$ cat src/rtl/byte_packer_pkg.sv
// Shared constants and helpers for the byte-to-word packer.
package byte_packer_pkg;

   localparam int BYTE_W    = 8;
   localparam int LANES_DEF = 4;

   // Mask with bits [c:0] set; wide enough for the largest legal word (8 lanes).
   function automatic logic [7:0] keep_mask(input int c);
      logic [7:0] m;
      m = '0;
      for (int k = 0; k < 8; k++) begin
         m[k] = (k <= c);
      end
      return m;
   endfunction

endpackage

$ cat src/rtl/byte_packer_if.sv
// Byte-in / word-out stream bundle for byte_packer.
interface byte_packer_if
   import byte_packer_pkg::*;
#(
   parameter int LANES = LANES_DEF
);
   logic                      i_valid_i;
   logic [BYTE_W-1:0]         i_data_i;
   logic                      i_last_i;
   logic                      i_ready_o;
   logic                      e_valid_o;
   logic [BYTE_W*LANES-1:0]   e_data_o;
   logic [LANES-1:0]          e_keep_o;
   logic                      e_last_o;
   logic                      e_ready_i;

   modport slave (
      input  i_valid_i, i_data_i, i_last_i, e_ready_i,
      output i_ready_o, e_valid_o, e_data_o, e_keep_o, e_last_o
   );

   modport master (
      output i_valid_i, i_data_i, i_last_i, e_ready_i,
      input  i_ready_o, e_valid_o, e_data_o, e_keep_o, e_last_o
   );
endinterface

$ cat src/rtl/byte_packer_out_reg.sv
// Output holding register: loads a completed word and holds it until the consumer takes it.
module pack_out_reg
   import byte_packer_pkg::*;
#(
   parameter int LANES = LANES_DEF
) (
   input  logic                    clk,
   input  logic                    reset,
   input  logic                    load,
   input  logic [BYTE_W*LANES-1:0] load_data,
   input  logic [LANES-1:0]        load_keep,
   input  logic                    load_last,
   input  logic                    out_ready,
   output logic                    out_valid,
   output logic [BYTE_W*LANES-1:0] out_data,
   output logic [LANES-1:0]        out_keep,
   output logic                    out_last
);

   // A load in the same cycle as a transfer replaces the old word with no bubble.
   always_ff @(posedge clk or posedge reset) begin
      if (reset) begin
         out_valid <= 1'b0;
         out_data  <= '0;
         out_keep  <= '0;
         out_last  <= 1'b0;
      end else if (load) begin
         out_valid <= 1'b1;
         out_data  <= load_data;
         out_keep  <= load_keep;
         out_last  <= load_last;
      end else if (out_valid && out_ready) begin
         out_valid <= 1'b0;
      end
   end

endmodule

$ cat src/rtl/byte_packer.sv
// Packs an 8-bit valid/ready byte stream little-endian into LANES-byte words with keep/last.
module byte_packer
   import byte_packer_pkg::*;
#(
   parameter int LANES = LANES_DEF
) (
   input  logic          clk,
   input  logic          reset,
   byte_packer_if.slave  bus
);

   localparam int CNT_W = (LANES > 2) ? $clog2(LANES) : 1;
   localparam int WORD_W = BYTE_W * LANES;

   logic [CNT_W-1:0]  cnt;
   logic [WORD_W-1:0] acc;
   logic [WORD_W-1:0] merged;
   logic [LANES-1:0]  load_keep;
   logic              accept;
   logic              complete;

   logic              out_valid;
   logic [WORD_W-1:0] out_data;
   logic [LANES-1:0]  out_keep;
   logic              out_last;

   assign bus.i_ready_o = !reset && (!out_valid || bus.e_ready_i);
   assign accept        = bus.i_valid_i && bus.i_ready_o;
   assign complete      = accept && ((cnt == CNT_W'(LANES - 1)) || bus.i_last_i);
   assign load_keep     = LANES'(keep_mask(int'(cnt)));

   // Lanes above cnt are always zero in acc, so an early word is zero-padded for free.
   always_comb begin
      merged = acc;
      merged[BYTE_W*int'(cnt) +: BYTE_W] = bus.i_data_i;
   end

   always_ff @(posedge clk or posedge reset) begin
      if (reset) begin
         cnt <= '0;
         acc <= '0;
      end else if (complete) begin
         cnt <= '0;
         acc <= '0;
      end else if (accept) begin
         cnt <= cnt + CNT_W'(1);
         acc <= merged;
      end
   end

   pack_out_reg #(.LANES(LANES)) u_out_reg (
      .clk       (clk),
      .reset     (reset),
      .load      (complete),
      .load_data (merged),
      .load_keep (load_keep),
      .load_last (bus.i_last_i),
      .out_ready (bus.e_ready_i),
      .out_valid (out_valid),
      .out_data  (out_data),
      .out_keep  (out_keep),
      .out_last  (out_last)
   );

   assign bus.e_valid_o = out_valid;
   assign bus.e_data_o  = out_data;
   assign bus.e_keep_o  = out_keep;
   assign bus.e_last_o  = out_last;

endmodule

$ cat src/flat_wrapper.sv
// flat-port wrapper written by rule: the top's interface ports become plain ports
module byte_packer_flat import byte_packer_pkg::*;
#(
   parameter int LANES = LANES_DEF
)
  (clk, reset, bus_i_valid_i, bus_i_data_i, bus_i_last_i, bus_e_ready_i, bus_i_ready_o, bus_e_valid_o, bus_e_data_o, bus_e_keep_o, bus_e_last_o);
  byte_packer_if #(.LANES(LANES)) bus_i ();
  input  logic clk;
  input  logic reset;
  input wire logic [$bits(bus_i.i_valid_i)-1:0] bus_i_valid_i;
  input wire logic [$bits(bus_i.i_data_i)-1:0] bus_i_data_i;
  input wire logic [$bits(bus_i.i_last_i)-1:0] bus_i_last_i;
  input wire logic [$bits(bus_i.e_ready_i)-1:0] bus_e_ready_i;
  output wire logic [$bits(bus_i.i_ready_o)-1:0] bus_i_ready_o;
  output wire logic [$bits(bus_i.e_valid_o)-1:0] bus_e_valid_o;
  output wire logic [$bits(bus_i.e_data_o)-1:0] bus_e_data_o;
  output wire logic [$bits(bus_i.e_keep_o)-1:0] bus_e_keep_o;
  output wire logic [$bits(bus_i.e_last_o)-1:0] bus_e_last_o;
  assign bus_i.i_valid_i = bus_i_valid_i;
  assign bus_i.i_data_i = bus_i_data_i;
  assign bus_i.i_last_i = bus_i_last_i;
  assign bus_i.e_ready_i = bus_e_ready_i;
  assign bus_i_ready_o = bus_i.i_ready_o;
  assign bus_e_valid_o = bus_i.e_valid_o;
  assign bus_e_data_o = bus_i.e_data_o;
  assign bus_e_keep_o = bus_i.e_keep_o;
  assign bus_e_last_o = bus_i.e_last_o;
  byte_packer #(.LANES(LANES)) u_core (.clk(clk), .reset(reset), .bus(bus_i));
endmodule
$ cat config.mk
export PLATFORM = sky130hd
export DESIGN_NAME = byte_packer_flat
export DESIGN_NICKNAME = d
export VERILOG_FILES = /design/src/rtl/byte_packer_pkg.sv /design/src/rtl/byte_packer_if.sv /design/src/rtl/byte_packer_out_reg.sv /design/src/rtl/byte_packer.sv /design/src/flat_wrapper.sv
export SDC_FILE = /design/constraint.sdc
export NUM_CORES = 1
export LEC_CHECK = 0
export CORE_MARGIN = 8
export CORE_UTILIZATION = 54
export CTS_CLUSTER_DIAMETER = 40
export DETAILED_ROUTE_END_ITERATION = 16
export HOLD_SLACK_MARGIN = 0.02
export PLACE_DENSITY = 0.91
export REMOVE_ABC_BUFFERS = 1
export SLEW_MARGIN = 20
export SYNTH_ARGS = -nofsm -noshare
export SYNTH_HDL_FRONTEND = slang
export SYNTH_SLANG_ARGS = --single-unit
$ cat constraint.sdc
create_clock -name clk -period 3.2 [get_ports clk]
set_input_delay 0.8 -clock clk [delete_from_list [all_inputs] [get_ports clk]]
set_output_delay 0.8 -clock clk [all_outputs]
set_load 0.02 [all_outputs]
* Word level (Yosys, flattened, before mapping)
Cells that the tools add are included.
** Storage, ports and cells
- Flip-flop bits (word level) :: 72
- Input port bits :: 13
- Logic and storage cells :: 31
** Cells by class
- Add/sub/neg operators :: 2
- Order comparisons :: 3
- Equal/unequal tests :: 1
- Shift operators :: 2
- Mux-type cells :: 7
- Reductions and logical operators :: 10
** Operators by type and width (number)
- $mux 32 :: 2
- $neg 5->33 :: 1
- $shift 8x33->32 const A :: 1
- $shiftx 8x33->32 :: 1
- $bwmux 32 :: 1
- $le 2x2->1 const A :: 2
- $logic_and 1x1->1 :: 4
- $mux 2 :: 2
- $reduce_bool 2->1 :: 2
- $add 2x1->2 const B :: 1
- $eq 2x2->1 const B :: 1
- $le 1x2->1 const A :: 1
- $logic_not 1->1 :: 2
- $logic_or 1x1->1 :: 2
- $mux 1 :: 2

* Logic depth before layout (Yosys ltp)
- Depth in word-level cells :: 6
- Depth in mapped cells :: 8
- Gate-level depth less buffers :: 5

* By module
Synthesis repeated with hierarchy kept, for this count alone.
** Second synthesis, totals
- Cells, all modules :: 235
- Area, all modules :: 3407.0 µm²
** By module, submodules not included
- byte_packer :: instances 1, cells each 153, area each 1914.3 µm²
- pack_out_reg :: instances 1, cells each 82, area each 1492.7 µm²

* Worst setup path before layout
No wires, ideal clock.
- Path type :: flip-flop to flip-flop
- Start point :: register u_core.cnt[0]
- End point :: register u_core.acc[0]
- Arrival time :: 2076 ps
- Required time :: 3079 ps
- Slack :: 1003 ps
- Cell stages (with the launch flop) :: 9
- Path through :: dfrtp_1 clkbuf_1 inv_1 ha_1 and4bb_1 buf_6 and4_4 buf_6 a22o_1
** Between the ends
- Word-level cells in the longest chain between the ends :: 5
- Elaborated cells on any way between the ends :: 10
** RTL lines
- from (decl) :: RTL line byte_packer.sv:15 : logic [CNT_W-1:0] cnt;
- from (signal assigned) :: RTL line byte_packer.sv:46 : cnt <= cnt + CNT_W'(1);
- $neg 5->33 :: RTL line byte_packer.sv:35 : merged[BYTE_W*int'(cnt) +: BYTE_W] = bus.i_data_i;
- $shiftx 8x33->32 / $shift 8x33->32 (equally long branches) :: RTL line byte_packer.sv:35
- $bwmux 32 :: RTL line byte_packer.sv:35
- $mux 32 :: RTL line byte_packer.sv:45 : end else if (accept) begin
- $mux 32 :: RTL line byte_packer.sv:42 : end else if (complete) begin
- to (signal assigned) :: RTL line byte_packer.sv:47 : acc <= merged;
- to (decl) :: RTL line byte_packer.sv:16 : logic [WORD_W-1:0] acc;
Parallel ways exist; a longest one is shown, timed or not. The select of a mux whose other input is x is not followed.
A chain may end at the register's enable or synchronous reset.

* Worst setup path in the final report
- Start point :: input port bus_e_ready_i
- End point :: output port bus_i_ready_o
** Between the ends
- Word-level cells in the longest chain between the ends :: 2
** RTL lines
- from (decl) :: RTL line flat_wrapper.sv:13 : input wire logic [$bits(bus_i.e_ready_i)-1:0] bus_e_ready_i;
- $logic_or 1x1->1 :: RTL line byte_packer.sv:27 : assign bus.i_ready_o = !reset && (!out_valid || bus.e_ready_i);
- $logic_and 1x1->1 :: RTL line byte_packer.sv:27
- to (decl) :: RTL line flat_wrapper.sv:14 : output wire logic [$bits(bus_i.i_ready_o)-1:0] bus_i_ready_o;
No other way between the ends.

==> results.md <==
* Post-synth EDFFs at 0
* Final non-filler cell total at around 440
* CP arrival at 2.17 ns
* CP startpoint kind: primary input
* Post-route DRC at 0
* Diodes inserted at 0
* Min Tclk post-route at 2.97 ns
* Maximum vdd drop at 0.373 mV
* CTS tree: yes
* Drt initial violations at ~240
* Hold-fix buffers, CTS at 0
* Yosys warns at 0
* Max-slew violations at 0
* MaxCap Viol Count at 0
* Largest net degree at the start of global routing at 35
* FMAX at about 340 MHz
* Core area at 0.00628 mm2
* Final Setup Violations at 0
* Vias per Instance at 6.43
* Post-CTS setup buffers at 0
* Clock latency at the later pin of the worst-skew pair at ~0.35 ns
* Synth cell types at 36
* Psw at 0.000841 W
* Leakage power at 1.73 nW
* Final instance area at 0.00416 mm2
* Port Buffers at a little over 50
* Total wire length at 8.65 mm
* Unrepaired setup endpoints after global routing: no
* Crit. End Element: output port
* Critical Path Fanout Max at 2
* Post-Route Skew at approximately 0.005 ns
* Power Density at between 600 and 700 mW/mm2
* First-pass GRT wire length at 14.1 mm
* DR WL/cell at 19.8 um
* Die H at 96.1 um
* Bufs on Longest Clock Path at 2
* CTS HTree Levels at 3
* Area after DPL at 0.00401 mm2
* Ports at 52
* Post-CTS Resized at 0
* Fill cells at 476
* WHS Path Cells at 1
* Slowest cell on the critical path: clkdlybuf4s50_1
* Run status: finished clean
* Root buffer cell: clkbuf_8
* Post-synthesis cell area at about 0.0035 mm2
* TritonCTS Buffers at 9
* Seq pwr share at between 40% and 50%
* Seq/Total Area, Yosys at between 50% and 60%
* All-Layer GR Usage at between 10% and 20%
* Reg clk slew, reported paths at around 0.070 ns
* Syn avg cell area at 11.2 um2
* Ys async rst share at 100%
* Hpwl dp at 5.80 mm
* Relative slew slack at 35.0%
* CTS sink cnt at 72
* Hold/Removal Path Class: register to register
* Max incr delay on CP at 0.61 ns
* Antenna Nets Post-Route at 0
* Global route overflow at 0
* Internal power at approximately 0.0017 W
* Share of layout cells above drive strength 1 at 11.1%
* R2R depth at 5
* Antenna violations before repair at 0
* # nets final at 376
* Layout Utilization at around two thirds
* WP data required at 2.40 ns
* Comb pwr share at 32.2%
* Final Wtd Congestion at 0.820
* Vias in the first global route at 2772
* Final Hold Viols at 0
* Vias at around 2800
* Worst-margin pin slew at 0.972 ns
* Critical path, cell by cell: clkdlybuf4s50_1, and2b_1, nor2_1, clkdlybuf4s50_1
* # rows at 29
* Main flop type after synthesis: dfrtp_1
* Crit Path Class: primary input to output port
* TNS Setup at 0 ns
* Tcrit/Tclk final at 92.9%
* Net Sw Frac at 33.1%
* Area delta synth->final at 20.2%
* Die area at ~0.0092 mm2
* Overall die width at 96.1 um
* DR pass1 iterations at 7
* #FFs+latches synth at 72
* Placed cells at 422
* Clock power frac at 23.7%
* Crit path top cell by count: clkdlybuf4s50_1
* Synth Instances at 310
* Initial Util at 55.2%
-- final cells by class --
class | instances | area [um2] | share of cell area [%]
clock buffer | 13 | 149 | 3.58
clock inverter | 1 | 5.00 | 0.120
inverter | 19 | 71.3 | 1.71
multi-input combinational | 189 | 1420 | 34.2
sequential | 72 | 1800 | 43.3
tap | 77 | 96.3 | 2.32
timing repair buffer | 65 | 616 | 14.8
-- kinds of logic after synthesis --
family	Yosys count	synth area share, %
DFF	72	52.0
adders and majority gates	7	2.53
and+or+nand+nor	55	11.6
muxes	5	1.59
AOI/OAI and AO/OA	122	25.3
buffers and inverters	49	6.98
-- routing by layer --
metal | part of all wire, % | wire (um) | global-route usage, % | vias up
met3 | 7.9 | 681 | 4.37 | 13
li1 | - | - | - | 1251
met4 | 1.6 | 140 | 9.48 | 0
met2 | 49 | 4260 | 32.0 | 115
met5 | 0 | 0 | 0 | -
met1 | 41 | 3560 | 25.1 | 1423
-- flip-flops by register name (all words and copies together), names as in the netlist --
| register | cells |
|---|---|
| u_core.u_out_reg.out_keep | 4 |
| u_core.acc | 32 |
| u_core.u_out_reg.out_last | 1 |
| u_core.u_out_reg.out_valid | 1 |
| u_core.u_out_reg.out_data | 32 |
| u_core.cnt | 2 |
-- power by group through the flow --
stage | sequential [W] | combinational (W) | clock (W)
2_1_floorplan | 0.00127 | 0.000300 | 0
3_3_place_gp | 0.00113 | 0.000799 | 0
3_5_place_dp | 0.00114 | 0.000819 | 0
4_1_cts | 0.00112 | 0.000824 | 0.000611
5_1_grt | 0.00114 | 0.000875 | 0.000645
6_report | 0.00112 | 0.000819 | 0.000602
-- worst max-delay path: cells and delay by family --
family                 cells  cell delay [ns]
buffers and inverters      2             1.09
and+or+nand+nor            2             0.28
-- synth_stat cells, drive strengths merged (7+ instances only) --
library cell   n  share of area [%]
dfrtp         72                 52
a21oi         37                5.3
a32o          21                6.1
a31oi         19                3.4
inv           19                2.1
nor2b         19                3.4
buf           18                3.6
o21ai         14                2.0
clkbuf        12                1.3
a22o          11                2.8
o32a          11                3.2
nor3b          9                2.0
ha             7                2.5
-- per-stage QoR --
step	power, W	hold WS [ns]	setup slack [ns]
2_1_floorplan	0.00157	0.458	0.367
4_1_cts	0.00256	0.481	0.211
3_5_place_dp	0.00196	0.466	0.231
5_1_grt	0.00266	0.510	0.160
3_3_place_gp	0.00193	0.456	0.224
6_report	0.00254	0.478	0.228
-- worst paths after layout --
| path | start | to | slack (ns) |
|---|---|---|---|
| worst max-delay path | bus_e_ready_i | bus_i_ready_o | 0.23 |
| worst min-delay path | u_core.u_out_reg.out_keep[0] | u_core.u_out_reg.out_keep[0] | 0.48 |
| worst max register to register | u_core.cnt[0] | u_core.acc[31] | 0.97 |
| worst min register to register | u_core.u_out_reg.out_keep[0] | u_core.u_out_reg.out_keep[0] | 0.48 |
| max in group asynchronous | reset | u_core.u_out_reg.out_data[10] | 1.61 |
| min in group asynchronous | reset | u_core.u_out_reg.out_keep[3] | 0.92 |
-- layout by cell type, fill, tap and decap left out, drive strengths merged --
cell type / count
o22ai: 3
ha: 7
and4bb: 2
nor3b: 9
nor3: 2
clkinv: 1
nand4bb: 1
and2b: 1
o21ai: 14
a22o: 11
and3b: 3
nand3: 1
a31oi: 19
o32a: 11
dfrtp: 72
clkdlybuf4s50: 51
mux2i: 1
clkbuf: 13
a21oi: 37
buf: 14
inv: 19
o31ai: 1
or2: 2
o2bb2ai: 1
nand3b: 4
and4b: 1
mux2: 4
a32o: 21
and4: 1
nor2: 4
nand2: 3
nand2b: 2
nor2b: 19
o211ai: 4
Power figures use the tool's default switching activity.
